$ cat src/rtl/audio_mix_scheduler_pkg.sv
// Shared audio package (audio_pkg) used by the mix scheduler slice.
// Contents:
//   PCM_W          sample width of one stereo side
//   AUDIO_SILENCE  unsigned PCM mid-scale code (silence)
//   audio_frame_t  packed stereo frame, r in [31:16], l in [15:0]
//   mix_state_t    scheduler FSM states
//   pcm_to_signed  offset-binary PCM to two's-complement conversion
package audio_pkg;

  localparam int PCM_W = 16;
  localparam logic [PCM_W-1:0] AUDIO_SILENCE = 16'h8000;

  typedef struct packed {
    logic [PCM_W-1:0] r;
    logic [PCM_W-1:0] l;
  } audio_frame_t;

  typedef enum logic [2:0] {
    IDLE   = 3'd0,
    GATHER = 3'd1,
    SCALE  = 3'd2,
    PUSH   = 3'd3,
    HOLD   = 3'd4
  } mix_state_t;

  // Flipping the MSB turns offset-binary PCM into two's complement and back.
  function automatic logic signed [PCM_W-1:0] pcm_to_signed(input logic [PCM_W-1:0] pcm);
    return $signed(pcm ^ AUDIO_SILENCE);
  endfunction

endpackage

$ cat src/rtl/audio_mix_scheduler_if.sv
// Push interface between the mix scheduler and the audio_output sink.
// Signals:
//   out_data          32-bit stereo frame {R, L}, unsigned PCM
//   out_valid_toggle  flips once per pushed frame
//   out_full          sink back-pressure, sampled only between frames
// Modports: master (scheduler side), slave (sink side).
interface audio_mix_scheduler_if;
  import audio_pkg::*;

  logic [2*PCM_W-1:0] out_data;
  logic               out_valid_toggle;
  logic               out_full;

  modport master (
    output out_data,
    output out_valid_toggle,
    input  out_full
  );

  modport slave (
    input  out_data,
    input  out_valid_toggle,
    output out_full
  );

endinterface

$ cat src/rtl/audio_mix_scheduler_limit.sv
// audio_mix_limit: attenuates a signed mix accumulator and converts it to
// unsigned 16-bit PCM.
// Ports:
//   acc    in   ACC_W  signed accumulator
//   shift  in   3      arithmetic right shift (0..7)
//   pcm    out  16     unsigned PCM result
// Build option: AUDIO_MIX_SATURATE_EN clamps to [-32768, 32767]; without it
// the low 16 bits are kept (two's-complement wrap) and no clamp is built.
module audio_mix_limit
  import audio_pkg::*;
#(
  parameter int ACC_W = 19
) (
  input  logic signed [ACC_W-1:0] acc,
  input  logic        [2:0]       shift,
  output logic        [PCM_W-1:0] pcm
);

  logic signed [PCM_W-1:0] lim_s;

`ifdef AUDIO_MIX_SATURATE_EN
  localparam logic signed [ACC_W-1:0] MAX_S = ACC_W'(32'sd32767);
  localparam logic signed [ACC_W-1:0] MIN_S = ACC_W'(-32'sd32768);

  logic signed [ACC_W-1:0] shifted_s;

  assign shifted_s = acc >>> shift;

  // Clamp the attenuated sum into the signed 16-bit range.
  always_comb begin
    lim_s = shifted_s[PCM_W-1:0];
    if (shifted_s > MAX_S) begin
      lim_s = 16'sh7FFF;
    end else if (shifted_s < MIN_S) begin
      lim_s = 16'sh8000;
    end else begin
      lim_s = shifted_s[PCM_W-1:0];
    end
  end
`else
  assign lim_s = PCM_W'(acc >>> shift);
`endif

  assign pcm = lim_s ^ AUDIO_SILENCE;

endmodule

$ cat src/rtl/audio_mix_scheduler.sv
// audio_mix_scheduler: polls NUM_CH stereo sources once per output frame,
// mixes the consumed samples and pushes one frame to audio_output.
// Ports:
//   clk, reset        clock, synchronous active-high reset
//   ch_data           per-channel {R, L} frames, unsigned PCM
//   ch_valid/ready    per-channel handshake (ready is combinational in GATHER)
//   ch_enable         channel participates in the mix
//   atten_shift       arithmetic right shift applied to the mixed sum
//   out_if            push interface (data / valid_toggle / full)
//   underrun_count    enabled channels found not valid when polled, saturating
//   busy              FSM not in IDLE
// Build option: AUDIO_MIX_SATURATE_EN selects clamping in audio_mix_limit.
module audio_mix_scheduler
  import audio_pkg::*;
#(
  parameter int NUM_CH   = 4,
  parameter int PUSH_GAP = 4
) (
  input  logic                  clk,
  input  logic                  reset,
  input  logic [NUM_CH*32-1:0]  ch_data,
  input  logic [NUM_CH-1:0]     ch_valid,
  output logic [NUM_CH-1:0]     ch_ready,
  input  logic [NUM_CH-1:0]     ch_enable,
  input  logic [2:0]            atten_shift,
  audio_mix_scheduler_if.master out_if,
  output logic [15:0]           underrun_count,
  output logic                  busy
);

  localparam int ACC_W  = PCM_W + $clog2(NUM_CH) + 1;
  localparam int IDX_W  = (NUM_CH > 1) ? $clog2(NUM_CH) : 1;
  localparam int HOLD_W = (PUSH_GAP > 1) ? $clog2(PUSH_GAP) : 1;
  localparam logic [IDX_W-1:0]  LAST_IDX  = IDX_W'(NUM_CH - 1);
  localparam logic [HOLD_W-1:0] LAST_HOLD = HOLD_W'(PUSH_GAP - 2);

  mix_state_t              state_r;
  mix_state_t              state_nxt_s;
  logic                    busy_r;
  logic [IDX_W-1:0]        idx_r;
  logic [HOLD_W-1:0]       hold_r;
  logic signed [ACC_W-1:0] acc_right_r;
  logic signed [ACC_W-1:0] acc_left_r;
  logic signed [ACC_W-1:0] add_right_s;
  logic signed [ACC_W-1:0] add_left_s;
  audio_frame_t            sel_frame_s;
  audio_frame_t            frame_r;
  logic [PCM_W-1:0]        mix_right_s;
  logic [PCM_W-1:0]        mix_left_s;
  logic [2*PCM_W-1:0]      out_data_r;
  logic                    toggle_r;
  logic [15:0]             underrun_r;
  logic                    take_s;
  logic                    miss_s;

  assign sel_frame_s = ch_data[{idx_r, 5'd0} +: 32];

  // Next-state logic; out_full only gates the start of a frame.
  always_comb begin
    state_nxt_s = state_r;
    case (state_r)
      IDLE: begin
        if (!out_if.out_full) state_nxt_s = GATHER;
        else                  state_nxt_s = IDLE;
      end
      GATHER: begin
        if (idx_r == LAST_IDX) state_nxt_s = SCALE;
        else                   state_nxt_s = GATHER;
      end
      SCALE: state_nxt_s = PUSH;
      PUSH: begin
        if (PUSH_GAP > 1) state_nxt_s = HOLD;
        else              state_nxt_s = IDLE;
      end
      HOLD: begin
        if (hold_r == LAST_HOLD) state_nxt_s = IDLE;
        else                     state_nxt_s = HOLD;
      end
      default: state_nxt_s = IDLE;
    endcase
  end

  // Ready pulse for the polled channel only, at most once per frame.
  always_comb begin
    ch_ready = {NUM_CH{1'b0}};
    if (state_r == GATHER) begin
      ch_ready[idx_r] = ch_enable[idx_r];
    end else begin
      ch_ready = {NUM_CH{1'b0}};
    end
  end

  // Classify the polled channel and select what it adds to the mix.
  always_comb begin
    take_s      = 1'b0;
    miss_s      = 1'b0;
    add_right_s = {ACC_W{1'b0}};
    add_left_s  = {ACC_W{1'b0}};
    if (state_r == GATHER) begin
      take_s = ch_enable[idx_r] & ch_valid[idx_r];
      miss_s = ch_enable[idx_r] & ~ch_valid[idx_r];
    end else begin
      take_s = 1'b0;
      miss_s = 1'b0;
    end
    if (take_s) begin
      add_right_s = ACC_W'(pcm_to_signed(sel_frame_s.r));
      add_left_s  = ACC_W'(pcm_to_signed(sel_frame_s.l));
    end else begin
      add_right_s = {ACC_W{1'b0}};
      add_left_s  = {ACC_W{1'b0}};
    end
  end

  audio_mix_limit #(.ACC_W(ACC_W)) u_limit_right (
    .acc   (acc_right_r),
    .shift (atten_shift),
    .pcm   (mix_right_s)
  );

  audio_mix_limit #(.ACC_W(ACC_W)) u_limit_left (
    .acc   (acc_left_r),
    .shift (atten_shift),
    .pcm   (mix_left_s)
  );

  // FSM state register; busy is registered from the next state.
  always_ff @(posedge clk) begin
    if (reset) begin
      state_r <= IDLE;
      busy_r  <= 1'b0;
    end else begin
      state_r <= state_nxt_s;
      busy_r  <= (state_nxt_s != IDLE);
    end
  end

  // Frame datapath: accumulate, scale, push and hold-off counting.
  always_ff @(posedge clk) begin
    if (reset) begin
      idx_r       <= {IDX_W{1'b0}};
      hold_r      <= {HOLD_W{1'b0}};
      acc_right_r <= {ACC_W{1'b0}};
      acc_left_r  <= {ACC_W{1'b0}};
      frame_r     <= {AUDIO_SILENCE, AUDIO_SILENCE};
      out_data_r  <= {AUDIO_SILENCE, AUDIO_SILENCE};
      toggle_r    <= 1'b0;
      underrun_r  <= 16'h0000;
    end else begin
      case (state_r)
        IDLE: begin
          // Clearing here also covers a frame abandoned by reset.
          idx_r       <= {IDX_W{1'b0}};
          hold_r      <= {HOLD_W{1'b0}};
          acc_right_r <= {ACC_W{1'b0}};
          acc_left_r  <= {ACC_W{1'b0}};
        end
        GATHER: begin
          idx_r       <= idx_r + IDX_W'(1);
          acc_right_r <= acc_right_r + add_right_s;
          acc_left_r  <= acc_left_r + add_left_s;
          if (miss_s && (underrun_r != 16'hFFFF)) begin
            underrun_r <= underrun_r + 16'd1;
          end
        end
        SCALE: begin
          frame_r <= {mix_right_s, mix_left_s};
        end
        PUSH: begin
          out_data_r <= frame_r;
          toggle_r   <= ~toggle_r;
        end
        HOLD: begin
          hold_r <= hold_r + HOLD_W'(1);
        end
        default: begin
          idx_r <= {IDX_W{1'b0}};
        end
      endcase
    end
  end

  assign out_if.out_data         = out_data_r;
  assign out_if.out_valid_toggle = toggle_r;
  assign underrun_count          = underrun_r;
  assign busy                    = busy_r;

endmodule

$ cat src/flat_wrapper.sv
// flat-port wrapper written by rule: the top's interface ports become plain ports
module audio_mix_scheduler_flat import audio_pkg::*;
#(
  parameter int NUM_CH   = 4,
  parameter int PUSH_GAP = 4
)
  (clk, reset, ch_data, ch_valid, ch_ready, ch_enable, atten_shift, underrun_count, busy, out_if_out_data, out_if_out_valid_toggle, out_if_out_full);
  audio_mix_scheduler_if out_if_i ();
  input  logic clk;
  input  logic reset;
  input  logic [NUM_CH*32-1:0] ch_data;
  input  logic [NUM_CH-1:0] ch_valid;
  output logic [NUM_CH-1:0] ch_ready;
  input  logic [NUM_CH-1:0] ch_enable;
  input  logic [2:0] atten_shift;
  output logic [15:0] underrun_count;
  output logic busy;
  output wire logic [$bits(out_if_i.out_data)-1:0] out_if_out_data;
  output wire logic [$bits(out_if_i.out_valid_toggle)-1:0] out_if_out_valid_toggle;
  input wire logic [$bits(out_if_i.out_full)-1:0] out_if_out_full;
  assign out_if_out_data = out_if_i.out_data;
  assign out_if_out_valid_toggle = out_if_i.out_valid_toggle;
  assign out_if_i.out_full = out_if_out_full;
  audio_mix_scheduler #(.NUM_CH(NUM_CH), .PUSH_GAP(PUSH_GAP)) u_core (.clk(clk), .reset(reset), .ch_data(ch_data), .ch_valid(ch_valid), .ch_ready(ch_ready), .ch_enable(ch_enable), .atten_shift(atten_shift), .out_if(out_if_i), .underrun_count(underrun_count), .busy(busy));
endmodule
$ cat config.mk
export PLATFORM = sky130hd
export DESIGN_NAME = audio_mix_scheduler_flat
export DESIGN_NICKNAME = d
export VERILOG_FILES = /design/src/rtl/audio_mix_scheduler_pkg.sv /design/src/rtl/audio_mix_scheduler_if.sv /design/src/rtl/audio_mix_scheduler_limit.sv /design/src/rtl/audio_mix_scheduler.sv /design/src/flat_wrapper.sv
export SDC_FILE = /design/constraint.sdc
export NUM_CORES = 1
export LEC_CHECK = 0
export ABC_AREA = 1
export CAP_MARGIN = 20
export CORE_ASPECT_RATIO = 0.7
export CORE_MARGIN = 8
export CORE_UTILIZATION = 45
export CTS_BUF_LIST = sky130_fd_sc_hd__clkbuf_4 sky130_fd_sc_hd__clkbuf_8 sky130_fd_sc_hd__clkbuf_16
export CTS_CLUSTER_SIZE = 16
export DETAILED_ROUTE_END_ITERATION = 10
export GPL_ROUTABILITY_DRIVEN = 0
export PLACE_DENSITY = 0.72
export SETUP_SLACK_MARGIN = 0.15
export SLEW_MARGIN = 40
export SYNTH_ARGS = -nofsm -noshare
export SYNTH_HDL_FRONTEND = slang
export SYNTH_SLANG_ARGS = --single-unit
$ cat constraint.sdc
create_clock -name clk -period 5 [get_ports clk]
set_input_delay 1 -clock clk [delete_from_list [all_inputs] [get_ports clk]]
set_output_delay 1 -clock clk [all_outputs]
set_load 0.02 [all_outputs]
# Yosys cells after proc, flatten, opt, wreduce, memory -nomap -nowiden
# Index checks and enable logic that the tools add are counted.
# totals
input_bits,142
out_inout_bits,54
wordCells,64
register_bits,127
# op_classes
n_mux,19
add_sub_neg,5
bitwise_logic,9
reduce_logical,8
order_cmp,2
n_eq_ne,7
shift,3
# op_table
cell,n
128-bit by 8-bit indexed part select with 32-bit output,1
19-bit one-hot mux with 2 select lines,2
19-bit adder,2
19-bit 2-to-1 mux,2
19-bit by 3-bit >>> shifter with 16-bit output,2
"16-bit by 1-bit adder with 16-bit output, second input constant",1
"16-bit != test, second input constant",1
3-bit one-hot mux with 5 select lines,1
2-bit one-hot mux with 2 select lines,2
"3-bit by 2-bit == test with 1-bit output, second input constant",2
1-bit 2-to-1 mux,6
1-bit inverter,6
"2-bit by 1-bit adder with 2-bit output, second input constant",2
4-bit AND,1
1-bit binary-select mux with 2-bit select,2
"2-bit == test, second input constant",2
4-bit 2-to-1 mux,1
2-bit nonzero test,2
"3-bit by 1-bit == test with 1-bit output, second input constant",1
"3-bit == test, second input constant",1
3-bit zero test,1
"2-bit by 3-bit < comparator with 1-bit output, second input constant",1
3-bit 2-to-1 mux,1
3-bit nonzero test,1
7 further kinds,9

# Depth between registers and ports, before layout
# logic_depth
ltp_word,7
depth_mapped,22
mapped_depth_nobuf,20

# Cells and area by module
# From an unflattened synthesis, not the netlist that was laid out.
# unflattened
cells_unflattened,1523
hier_area_um2,9424.0
# modules_own_cells
module,instances,cells_per_inst,area_per_inst_um2,seq_area_each_um2
audio_mix_scheduler,1,1253,7955.1,2542.4
audio_mix_limit,2,135,734.5,0.0

# Worst setup path after synthesis
# OpenSTA, ideal clock, no wires.
# synth_timing
path_type,in2reg
startpoint,input port ch_valid[0]
endpoint,register u_core.acc_right_r[6]
path_stages,15
t_arrival_ns,3.178
setup_ns,0.132
required_ns,4.868
path_slack_ns,1.689
path_buffers,1
path_cell_list,or2_0 nand3_1 nand2_2 nand2_1 clkbuf_1 a21oi_1 ha_1 fa_1 nand2_1 nor2_1 nor2_1 o21ai_0 or2_2 nand3_1 a21oi_1
# synth_between
elab_chain_cells,7
# synth_lines
element,line_no,text
"start, declared",flat_wrapper.sv:12,input logic [NUM_CH-1:0] ch_valid;
1-bit binary-select mux with 2-bit select,audio_mix_scheduler.sv:100,take_s = ch_enable[idx_r] & ch_valid[idx_r];
1-bit 2-to-1 mux (not written as such),audio_mix_scheduler.sv:100,
1-bit AND,audio_mix_scheduler.sv:100,
1-bit 2-to-1 mux,audio_mix_scheduler.sv:99,if (state_r == GATHER) begin
19-bit 2-to-1 mux,audio_mix_scheduler.sv:106,if (take_s) begin
19-bit adder,audio_mix_scheduler.sv:160,acc_right_r <= acc_right_r + add_right_s;
19-bit one-hot mux with 2 select lines,audio_mix_scheduler.sv:150,case (state_r)
"end signal, assigned",audio_mix_scheduler.sv:143,acc_right_r <= {ACC_W{1'b0}};
"end signal, assigned",audio_mix_scheduler.sv:155,acc_right_r <= {ACC_W{1'b0}};
"end signal, assigned",audio_mix_scheduler.sv:160,
"end, declared",audio_mix_scheduler.sv:42,logic signed [ACC_W-1:0] acc_right_r;
# No other way between the ends. The select of a mux whose other input is x is not followed.
# A chain may end at the register's enable or synchronous reset.

# Worst setup path after layout
# layout_timing
startpoint,input port ch_valid[0]
endpoint,register u_core.acc_right_r[13]
# Same word-level chain as after synthesis.

==> metrics <==
post-layout util=around three fifths; cts bufs inserted=17; crit-path leading delay family=simple AND/OR/NAND/NOR gates; clock-pin slew on the worst setup and hold paths=0.07 ns; actual slew at the worst max-slew pin=0.766 ns; Sink Count=roughly 130; area leader, netlist=dfxtp_1; Die X=roughly 190 um; post_cts resized=0; fin. max-slew vios=0; max cap viols=0; initial antenna violation count=0; Yosys warning count=0; Logic pwr share=13.8%; detailed-route wire length per cell=15.3 um; setup bufs post-CTS=0; P_leak=between 5 and 6 nW; final setup violation count=0; starting density of the core=45.6%; Hold Path Class=flip-flop to flip-flop; CTS tree=built; vias per cell=5.31; Worst-Skew Late Latency=0.42 ns; R2R setup slack=1.27 ns; Synth Net Count=about 1700; Post-Syn Instances=1482; Seq cells post-synth=127; hold buffer count at cts=0; grt total ovfl=0; share of layout cells above drive strength 1=4.51%; critical path data arrival time=4.14 ns; clock skew=0.0122 ns; Sw Ratio=25.0%; Area growth syn-to-layout=30.2%; Req. time, crit path=5.26 ns; global-route wire length before repair=48100 um; Period Utilization, post-route=77.5%; die outline height=134 um; core area=0.0197 mm^2; PD cells=about 240 mW/mm^2; mapped cell area=0.00901 mm^2; slowest CP cell=nand2_1; P_int=around 2.1 mW; Synth top area share=between 20 and 30%; crit-path cells=clkdlybuf4s50_1, or2_0, nand3_1, nand2_2, nand2_1, buf_4, a21oi_1, ha_1, a21oi_1, and2_1, o21ai_0, nand3_1, nand2_1, nand2_1, nand3_1, a21oi_1; worst hold stages=2; Synth area leaders=dfxtp_1, nand2_1, nor2_1, a21oi_1, o21ai_0; Final min period=~3.9 ns; Routed Antenna Nets=0; Crit Path Class=input pin to flip-flop; Routed WL=29300 um; max incr delay on CP=just over 0.5 ns; largest net degree at the start of global routing=63; Buf/Inv on CP=2; setup TNS=0 ns; final hold vios=0; worst hold start=u_core.frame_r[12]; switching power=0.708 mW; Pre-antenna DRT Iters=6; CP max FO=18; fin nets=1815; first-iteration detailed-routing DRC count=832; worst-case clock buffer depth=2; number of port buffers=195; status=finished clean; Seq pwr share=36.2%; Rows=43; H-tree Lvls=4; Worst setup SP type=input pin; Max Freq=258 MHz; clock share of power=50.1%; Ports=roughly 200; Ant. Diodes=0; crit path capture type=flip-flop; All-Layer GR Usage=23.3%; maximum VDD drop=0.245 mV; synthesized area per cell=6.08 um^2; vias in the first global route=9452; FF-to-FF Start=u_core.idx_r[0]; RSZ-0062 raised after global routing=no; Slew HR=48.9%; Root Buffer=clkbuf_16; Die Area=0.0249 mm^2; DRC Markers=0; Synth cell types=43; R2R cell count=16; via count=~10000; sequential share of the synthesized area=28.2%; R2R Path End=u_core.acc_right_r[13]; Post-DP HPWL=approximately 22000 um; Hold Path End=u_core.out_if.out_data[12]
-- synth_stat cells, drive strengths merged --
library cell,instances
nand2,340
nor2,248
a21oi,154
o21ai,154
dfxtp,127
inv,119
nand3,97
clkbuf,51
ha,42
buf,30
o211ai,29
a31oi,16
or2,10
nand3b,8
a21o,7
nand4,7
xor2,7
nor3,6
mux2i,5
nor4,5
clkinv,3
o21bai,3
a21boi,2
a221oi,2
a22oi,2
and2,2
fa,2
xnor2,2
and3,1
o221ai,1
-- worst max-delay path by stage --
| stage | start | to | slack, ns | cells after the start |
|---|---|---|---|---|
| final | ch_valid[0] | u_core.acc_right_r[13] | 1.12 | 16 |
| after global routing | ch_enable[3] | u_core.acc_right_r[14] | 0.86 | 19 |
| after CTS | ch_enable[3] | u_core.acc_right_r[5] | 1.21 | 15 |
| after detailed placement | ch_enable[3] | u_core.acc_right_r[5] | 0.78 | 15 |
| after global placement | ch_enable[3] | u_core.acc_right_r[5] | 0.87 | 15 |
| after floorplan | ch_valid[0] | u_core.acc_right_r[6] | 1.69 | 15 |
-- worst reg2reg max path, stage by stage (launching register included) --
cell and delay [ns]:
dfxtp_2 0.38, buf_4 0.48, nand2_1 0.13, nand3_1 0.12, nand2_2 0.12, nand2_1 0.51
buf_4 0.31, a21oi_1 0.06, ha_1 0.37, a21oi_1 0.12, and2_1 0.20, o21ai_0 0.29
nand3_1 0.22, nand2_1 0.10, nand2_1 0.05, nand3_1 0.07, a21oi_1 0.07
-- cells by family (layout without fill, tap and decap cells) --
group | after synthesis | in the layout | share of synthesized area [%]
compound gates | 370 | 370 | 22.1
mux | 5 | 5 | 0.556
simple gates | 724 | 724 | 33.1
buf+inv | 203 | 361 | 8.89
xor+xnor | 9 | 9 | 0.875
flops | 127 | 127 | 28.2
fa+ha+maj | 44 | 44 | 6.28
-- power groups by stage --
stage / clock network (mW) / registers [mW] / logic [mW]
detailed placement: 0 / 1.05 / 0.386
finish: 1.42 / 1.03 / 0.391
global route: 1.48 / 1.03 / 0.432
CTS: 1.43 / 1.03 / 0.387
floorplan: 0 / 1.05 / 0.218
global placement: 0 / 1.05 / 0.383
-- sequential cells by signal, summed over array words and instances, names as in the netlist --
| signal | cells |
|---|---|
| u_core.busy | 1 |
| u_core.hold_r | 2 |
| u_core.acc_left_r | 19 |
| u_core.out_if.out_data | 32 |
| u_core.underrun_count | 16 |
| u_core.idx_r | 2 |
| u_core.state_r | 3 |
| u_core.acc_right_r | 19 |
| u_core.frame_r | 32 |
| u_core.out_if.out_valid_toggle | 1 |
-- layout make-up --
type	instances	area [um^2]
Fill cell	1926	8020
Clock buffer	17	425
Tap cell	270	338
Inverter	122	462
Multi-Input combinational cell	1152	5670
Timing Repair Buffer	209	2050
Clock inverter	13	238
Sequential cell	127	2540
-- stage by stage --
step | total power [mW] | setup WS, ns | instances | instance area (um^2) | hold WS, ns
detailed placement | 1.43 | 0.782 | 1880 | 11100 | 0.445
finish | 2.84 | 1.12 | 1910 | 11700 | 0.453
global route | 2.94 | 0.862 | 1910 | 11700 | 0.474
floorplan | 1.27 | 1.69 | 1482 | 9010 | 0.429
CTS | 2.85 | 1.21 | 1910 | 11700 | 0.456
global placement | 1.43 | 0.871 | 1880 | 11100 | 0.443
-- cells in the final DEF, fill, tap and decap left out, types with 3 or more instances in the layout --
master and count:
a21o_1 7, a21oi_1 154, a31oi_1 16, buf_4 14
bufinv_16 6, clkbuf_16 17, clkdlybuf4s50_1 194, clkinv_4 5
dfxtp_1 126, ha_1 42, inv_1 111, inv_2 7
mux2i_1 5, nand2_1 337, nand3_1 97, nand3b_1 8
nand4_1 7, nor2_1 242, nor2_2 3, nor2_4 3
nor3_1 5, nor4_1 5, o211ai_1 29, o21ai_0 151
o21ai_1 3, o21bai_1 3, or2_2 9, xor2_1 7
-- layer usage --
layer | global-route usage (%) | part of all wire [%] | vias up | routed length, um
li1 | - | - | 5189 | -
met1 | 31.3 | 47 | 4634 | 13900
met2 | 38.9 | 46 | 301 | 13400
met3 | 4.00 | 5.8 | 25 | 1710
met4 | 4.39 | 1.0 | 0 | 304
met5 | 0 | 0 | - | 0
No activity file was read; power rests on OpenSTA's default activity.
